**src/rtl/gt_victim_cache.sv**
```systemverilog
// gt_victim_cache: fully-associative clean victim cache behind the L1.
// Optional stats counters: define GT_VICTIM_STATS_EN.
module gt_victim_cache #(
  parameter int ENTRIES  = 8,
  parameter int LINE_W   = 256,
  parameter int ADDR_W   = 32,
  parameter int OFFSET_W = 5
) (
  input  logic              CLK,
  input  logic              RST_N,
  input  logic              evictValid,
  input  logic [ADDR_W-1:0] evictAddr,
  input  logic [LINE_W-1:0] evictData,
  input  logic              reqValid,
  input  logic [ADDR_W-1:0] reqAddr,
  output logic              reqReady,
  output logic              respValid,
  output logic              respHit,
  output logic [LINE_W-1:0] respData
`ifdef GT_VICTIM_STATS_EN
  ,
  output logic [31:0]       hitCount,
  output logic [31:0]       missCount,
  output logic [31:0]       replaceCount
`endif
);

  localparam int TAG_W = ADDR_W - OFFSET_W;
  localparam int IDX_W = $clog2(ENTRIES);

  typedef enum logic {
    IDLE,
    RESP
  } state_t;

  state_t stateQ;
  state_t stateD;

  logic [ENTRIES-1:0] validQ;
  logic [TAG_W-1:0]   tagQ  [ENTRIES];
  logic [LINE_W-1:0]  dataQ [ENTRIES];
  logic [IDX_W-1:0]   replPtrQ;

  logic [TAG_W-1:0] reqTag;
  logic [TAG_W-1:0] evTag;
  logic             unusedLow;

  logic             hitAny;
  logic [IDX_W-1:0] hitIdx;
  logic             matchAny;
  logic [IDX_W-1:0] matchIdx;
  logic             freeAny;
  logic [IDX_W-1:0] freeIdx;
  logic [IDX_W-1:0] insIdx;
  logic             doReplace;
  logic             accept;
  logic             lookupHit;

  assign reqTag    = reqAddr[ADDR_W-1:OFFSET_W];
  assign evTag     = evictAddr[ADDR_W-1:OFFSET_W];
  assign unusedLow = ^{reqAddr[OFFSET_W-1:0], evictAddr[OFFSET_W-1:0]};

  // Lookup tag match against pre-edge valid entries
  always_comb begin
    hitAny = 1'b0;
    hitIdx = '0;
    for (int i = 0; i < ENTRIES; i++) begin
      if (validQ[i] && tagQ[i] == reqTag) begin
        hitAny = 1'b1;
        hitIdx = IDX_W'(i);
      end
    end
  end

  // Insert slot: same-tag entry, else lowest free, else replace pointer
  always_comb begin
    matchAny = 1'b0;
    matchIdx = '0;
    freeAny  = 1'b0;
    freeIdx  = '0;
    for (int i = 0; i < ENTRIES; i++) begin
      if (validQ[i] && tagQ[i] == evTag) begin
        matchAny = 1'b1;
        matchIdx = IDX_W'(i);
      end
    end
    for (int i = ENTRIES - 1; i >= 0; i--) begin
      if (!validQ[i]) begin
        freeAny = 1'b1;
        freeIdx = IDX_W'(i);
      end
    end
    insIdx = replPtrQ;
    if (matchAny) begin
      insIdx = matchIdx;
    end else if (freeAny) begin
      insIdx = freeIdx;
    end
    doReplace = evictValid && !matchAny && !freeAny;
  end

  assign accept    = reqValid && reqReady;
  assign lookupHit = accept && hitAny;

  // FSM state register
  always_ff @(posedge CLK or negedge RST_N) begin
    if (!RST_N) begin
      stateQ <= IDLE;
    end else begin
      stateQ <= stateD;
    end
  end

  // FSM next state and handshake outputs
  always_comb begin
    stateD    = stateQ;
    reqReady  = 1'b0;
    respValid = 1'b0;
    unique case (stateQ)
      IDLE: begin
        reqReady = 1'b1;
        if (reqValid) begin
          stateD = RESP;
        end
      end
      RESP: begin
        respValid = 1'b1;
        stateD    = IDLE;
      end
      default: stateD = IDLE;
    endcase
  end

  // Valid bits, tags and replace pointer; insert beats invalidation
  always_ff @(posedge CLK or negedge RST_N) begin
    if (!RST_N) begin
      validQ   <= '0;
      replPtrQ <= '0;
      for (int i = 0; i < ENTRIES; i++) begin
        tagQ[i] <= '0;
      end
    end else begin
      for (int i = 0; i < ENTRIES; i++) begin
        if (evictValid && insIdx == IDX_W'(i)) begin
          validQ[i] <= 1'b1;
          tagQ[i]   <= evTag;
        end else if (lookupHit && hitIdx == IDX_W'(i)) begin
          validQ[i] <= 1'b0;
        end
      end
      if (doReplace) begin
        replPtrQ <= replPtrQ + 1'b1;
      end
    end
  end

  // Line storage; occupancy is tracked by validQ only
  always_ff @(posedge CLK) begin
    if (evictValid) begin
      dataQ[insIdx] <= evictData;
    end
  end

  // Response registers, zero whenever no hit was just accepted
  always_ff @(posedge CLK or negedge RST_N) begin
    if (!RST_N) begin
      respHit  <= 1'b0;
      respData <= '0;
    end else begin
      respHit  <= lookupHit;
      respData <= lookupHit ? dataQ[hitIdx] : '0;
    end
  end

`ifdef GT_VICTIM_STATS_EN
  // Event counters, free-running with wrap
  always_ff @(posedge CLK or negedge RST_N) begin
    if (!RST_N) begin
      hitCount     <= '0;
      missCount    <= '0;
      replaceCount <= '0;
    end else begin
      if (lookupHit) begin
        hitCount <= hitCount + 32'd1;
      end
      if (accept && !hitAny) begin
        missCount <= missCount + 32'd1;
      end
      if (doReplace) begin
        replaceCount <= replaceCount + 32'd1;
      end
    end
  end
`endif

endmodule

```
**config.mk**
```make
export PLATFORM = sky130hd
export DESIGN_NAME = gt_victim_cache
export DESIGN_NICKNAME = d
export VERILOG_FILES = /design/src/rtl/gt_victim_cache.sv
export SDC_FILE = /design/constraint.sdc
export NUM_CORES = 2
export LEC_CHECK = 0
export CORE_ASPECT_RATIO = 0.9
export CORE_MARGIN = 2
export CORE_UTILIZATION = 50
export DETAILED_ROUTE_END_ITERATION = 8
export DONT_BUFFER_PORTS = 1
export PLACE_DENSITY = 0.73
export SLEW_MARGIN = 10
export SYNTH_ARGS = -nofsm -noshare
export SYNTH_HDL_FRONTEND = slang
export SYNTH_SLANG_ARGS = --single-unit
```
**constraint.sdc**
```tcl
create_clock -name CLK -period 22.9 [get_ports CLK]
set_input_delay 4.58 -clock CLK [delete_from_list [all_inputs] [get_ports CLK]]
set_output_delay 4.58 -clock CLK [all_outputs]
set_load 0.02 [all_outputs]
```
Yosys cells after proc, flatten, opt, wreduce, memory -nomap -nowiden. Memory sizes are Yosys's and may differ from the RTL's. Index checks and enable logic that the tools add are counted.

Input port bits: 324. Word-level logic and storage cells: 172. Bits in registers: 485. Latch bits: 0. Memories: 1. Bits in writable memories: 2048. Bits in read-only memories: 0. Output and inout bits: 259.

Memories: dataQ (words 8, width 256, rd ports 1, clocked after Yosys merged registers in 0, write ports 1, line 41) `logic [LINE_W-1:0] dataQ [ENTRIES];`.

Reduce and logical (&&, ||, !) cells: 48. Add/sub/neg operators: 1. Bitwise gates (word level): 1. Div/mod/pow operators: 0. Mux-type cells: 71. $mul: 0. Shifts and indexed selects: 0. $lt $le $gt $ge: 0. Equality and inequality tests: 30.

Operators with widths (count): $eq A27 B27 Y1 (16); $mux W256 (1); $mux W3 (21); $mux W1 (47); $logic_and A1 B1 Y1 (36); $eq A3 B3 Y1 const B (8); $reduce_bool A2 Y1 (8); $eq A3 B2 Y1 const B (4); $eq A3 B1 Y1 const B (2); $logic_not A3 Y1 (2); $add A3 B1 Y3 const B (1); $logic_not A1 Y1 (2); $mux W2 (1); $pmux W1 S2 (1); $not A1 Y1 (1).

Longest topological paths before layout.
Depth in word-level cells: 14. Depth in mapped cells: 14.

Worst setup path before layout. No wires, ideal clock.

Path type: input -> register. Start: in evictAddr[12]. End: mem dataQ[4][0] (enable). Path slack: 10.589 ns. Buffers on the path: 3. Setup time: 0.607 ns. Arrival time: 11.704 ns. Required time: 22.293 ns. Cell stages on the path: 12. Path through: buf_2 xor2_1 nor4_1 nand4_1 or4_4 a311oi_2 o221ai_2 nand2_4 nand2_1 buf_6 buf_6 inv_1.

Longest elaborated chain between the ends: 11.

RTL lines: start: declaration (line 12) `input logic [ADDR_W-1:0] evictAddr,`; $eq A27 B27 Y1 (line 82) `if (validQ[i] && tagQ[i] == evTag) begin`; $logic_and A1 B1 Y1 (line 82); $mux W1 (8 in series) (line 82); $mux W3 (*) (line 94) `if (matchAny) begin`; end: declaration (line 41).

Every way passes the cells marked *; elsewhere a longest branch is shown, timed or not.

Final worst setup path.
Start: in evictAddr[18]. End: mem dataQ[3][26] (enable).

The elaborated chain is that of the path after synthesis.

==> metrics.yaml <==
clock_tree:
  cts.reportedPaths.clkPinSlew_ns: 0.06
  insertion_delay_ns: 0.92
  cts_buffers: 237
  cts_buffer_depth: 3
  cts_root_buffer: "clkbuf_16"
  cts_hold_buf: 0
  h-tree-depth: 4
  post-cts-setup-buffer-count: 0
  post_cts_resized: 0
  tritoncts: "done"
  numClockSinks: 2533
finish:
  nets: 6531
  drive_above_1_share: 0.1062
  design_area_mm2: 0.1085
  post-route-util: 0.5548
  stdcell_count: 8998
  syn_to_final_growth_pct: 10.33
sta:
  setup-violations-final: 0
  slew_viol_final: 0
  clock_skew_ns: 0.1002
  rsz0062_at_grt: "no"
  setup_tns_ns: 0
  hold_ws_ns: 0.4779
  finalHoldViolations: 0
  fmax_mhz: 102.0
  min_period_over_period: 0.4279
  max_slew.worst_pin.slew_ns: 1.176
  fin_ws_ns: 13.10
  finalCriticalPeriod_ns: 9.799
  relSlewSlack: 0.2143
worst_setup_path:
  reg2reg_depth: 12
  crit_path_max_fanout: 57
  cp_data_arrival_time_ns: 10.30
  cp_slowest_stage_delay_ns: 0.91
  crit_top_cell: "buf_4"
  worstSetupPathType: "input port to flip-flop"
  cp-start-kind: "input port"
  slowest_stage: "nor4_1"
  required_ns: 23.40
  r2r_slack_ns: 16.38
  critical_path.endpoint_type: "flip-flop"
  worstPathCellList: "xnor2_1 -> nor4b_1 -> nand3_1 -> nor4_1 -> o21ai_0 -> o221ai_2 -> nand2_4 -> nor2_4 -> buf_4 -> buf_4 -> buf_4 -> buf_4"
  timing.rr.start: "tagQ[67]"
  r2r_end: "dataQ[3][26]"
floorplanning:
  dieArea_mm2: 0.2003
  start_util: 0.5029
  die_h_um: 424.7
  row_count: 154
  die_w_um: 471.5
  core_area_mm2: 0.1956
  io-pin-count: 583
yosys:
  yosysTopAreaCellShare: 0.6253
  synth_area_leader_cell: "edfxtp_1"
  ys_types: 73
  ys_ff_latch: 2533
  synth_area_per_cell_um2: 15.60
  synth_compound_area_frac: 0.07092
  synth_top_family_by_area: "compound AO/OA/AOI/OAI gates"
  synthAdderAreaFrac: 0.0001272
  ys_warn_count: 0
  synth_edf_count: 2048
  synth_commonest_cells: "edfxtp_1, nand2_1, dfrtp_1, mux2i_1, xnor2_1"
  synth_area_leaders: "edfxtp_1, dfrtp_1, nand2_1"
  async_flop_share: 0.1915
  yosysMostFrequentCell: "edfxtp_1"
  syn_nets: 6628
  synth_ff_type: "edfxtp_1"
  syn_inst: 6303
  synth_area_mm2: 0.09835
  synth_xor_area_frac: 0.03803
  muxShareOfSynthArea: 0.05676
  yosys.area_share.simple: 0.06406
  ys_seq_area_frac: 0.7487
global_route:
  overflow: 0
  grt_pass1_wl_um: 375200
  antenna_found_initial: 2
  grtUsageTotal: 0.2547
  grt_start_max_net_pins: 486
  grt_pass1_vias: 55589
hold_path:
  hp-start: "replPtrQ[2]"
  holdPathStages: 1
  min_to: "replPtrQ[2]"
  hp-class: "flip-flop to flip-flop"
power:
  p_per_area_mw_per_mm2: 125.4
  leakage_nw: 37.59
  ir_drop_mv: 0.1559
  power.total_mw: 13.61
detailed_routing:
  ant_nets: 0
  drc: 0
  dr.first_iter.drc_count: 6122
  wl_per_cell_um: 28.84
  vias_per_cell: 6.192
  vias: 55720
  drt_wl_total_um: 259500
  firstDrtPassIters: 6
place:
  placed_cell_area_mm2: 0.1003
  post-dp-hpwl_um: 137200
  place_congestion: 0.8829
  port_buffers: 0
  place_inst: 8538
  pre_cts_ws_ns: 12.19
run:
  cap_violations: 0
run_status:
  status: "complete, no violations"
[sequential cells by signal (all words and copies together), names as in the netlist]
signal	flops
dataQ	2048
replPtrQ	3
respData	256
respHit	1
stateQ	1
tagQ	216
validQ	8
[final cells by class]
cell class,count,area [um^2]
antenna,4,10.01
clock buffer,351,6792
clock inverter,102,1303
fill,14766,87070
inverter,18,97.59
multi-input combinational,3340,22710
sequential,2533,73640
tap,2574,3221
timing repair buffer,76,743.2
[worst max-delay path: cells and delay by family]
kind	cells	cell delay (ns)
XOR/XNOR	1	0.22
AND/OR/NAND/NOR	5	1.59
AO/OA/AOI/OAI	2	0.66
buffers and inverters	4	3.09
[cells in the final DEF, fill, tap and decap left out, types with 9 or more instances in the layout]
master     count
and3_1       153
dfrtp_1      485
clkinv_2      40
nand2b_1      14
xor2_1       200
o221ai_1     151
a31oi_1      107
clkinv_1      15
mux2_2       193
xnor2_1      227
clkinv_16     11
mux2_4        10
mux2i_1      312
nor2_1        17
o22ai_1      111
mux2_1        12
buf_12         9
edfxtp_1    2048
nor4_1        80
clkbuf_16    239
nand3_1       13
inv_1         14
bufinv_16     18
o21ai_1      127
clkbuf_8      39
o22a_1       151
buf_4         64
nand4_1       89
nand2_1      938
a211o_1      102
clkbuf_1      73
a21oi_1      203
o21ai_0       33
[worst max-delay path by stage]
stage,from,end,cells past startpoint
final,evictAddr[18],dataQ[3][26],12
after global routing,evictAddr[18],dataQ[3][15],12
after detailed placement,evictAddr[18],dataQ[4][212],13
after global placement,evictAddr[18],dataQ[4][212],13
after CTS,evictAddr[18],dataQ[4][193],13
after floorplan,evictAddr[12],dataQ[4][0],12
[logic make-up after synthesis]
family,count (synthesis)
AND/OR/NAND/NOR,1369
multiplexers,527
buffers and inverters,430
AO/OA/AOI/OAI,1016
XOR/XNOR,427
flip-flops,2533
adder cells (fa/ha/maj),1
[where the power goes]
part           internal [mW]  switching, mW
combinational          0.777           1.64
sequential              6.69          0.498
clock                   2.27           1.73
total                   9.74           3.87
[routing by layer]
layer | global-route usage | share of wire | wire [um]
met5 | 0 | 0 | 0
met1 | 0.3305 | 0.38 | 99710
met4 | 0.1159 | 0.051 | 13280
met2 | 0.4118 | 0.47 | 123000
met3 | 0.05748 | 0.090 | 23470
Power figures use the tool's default switching activity.
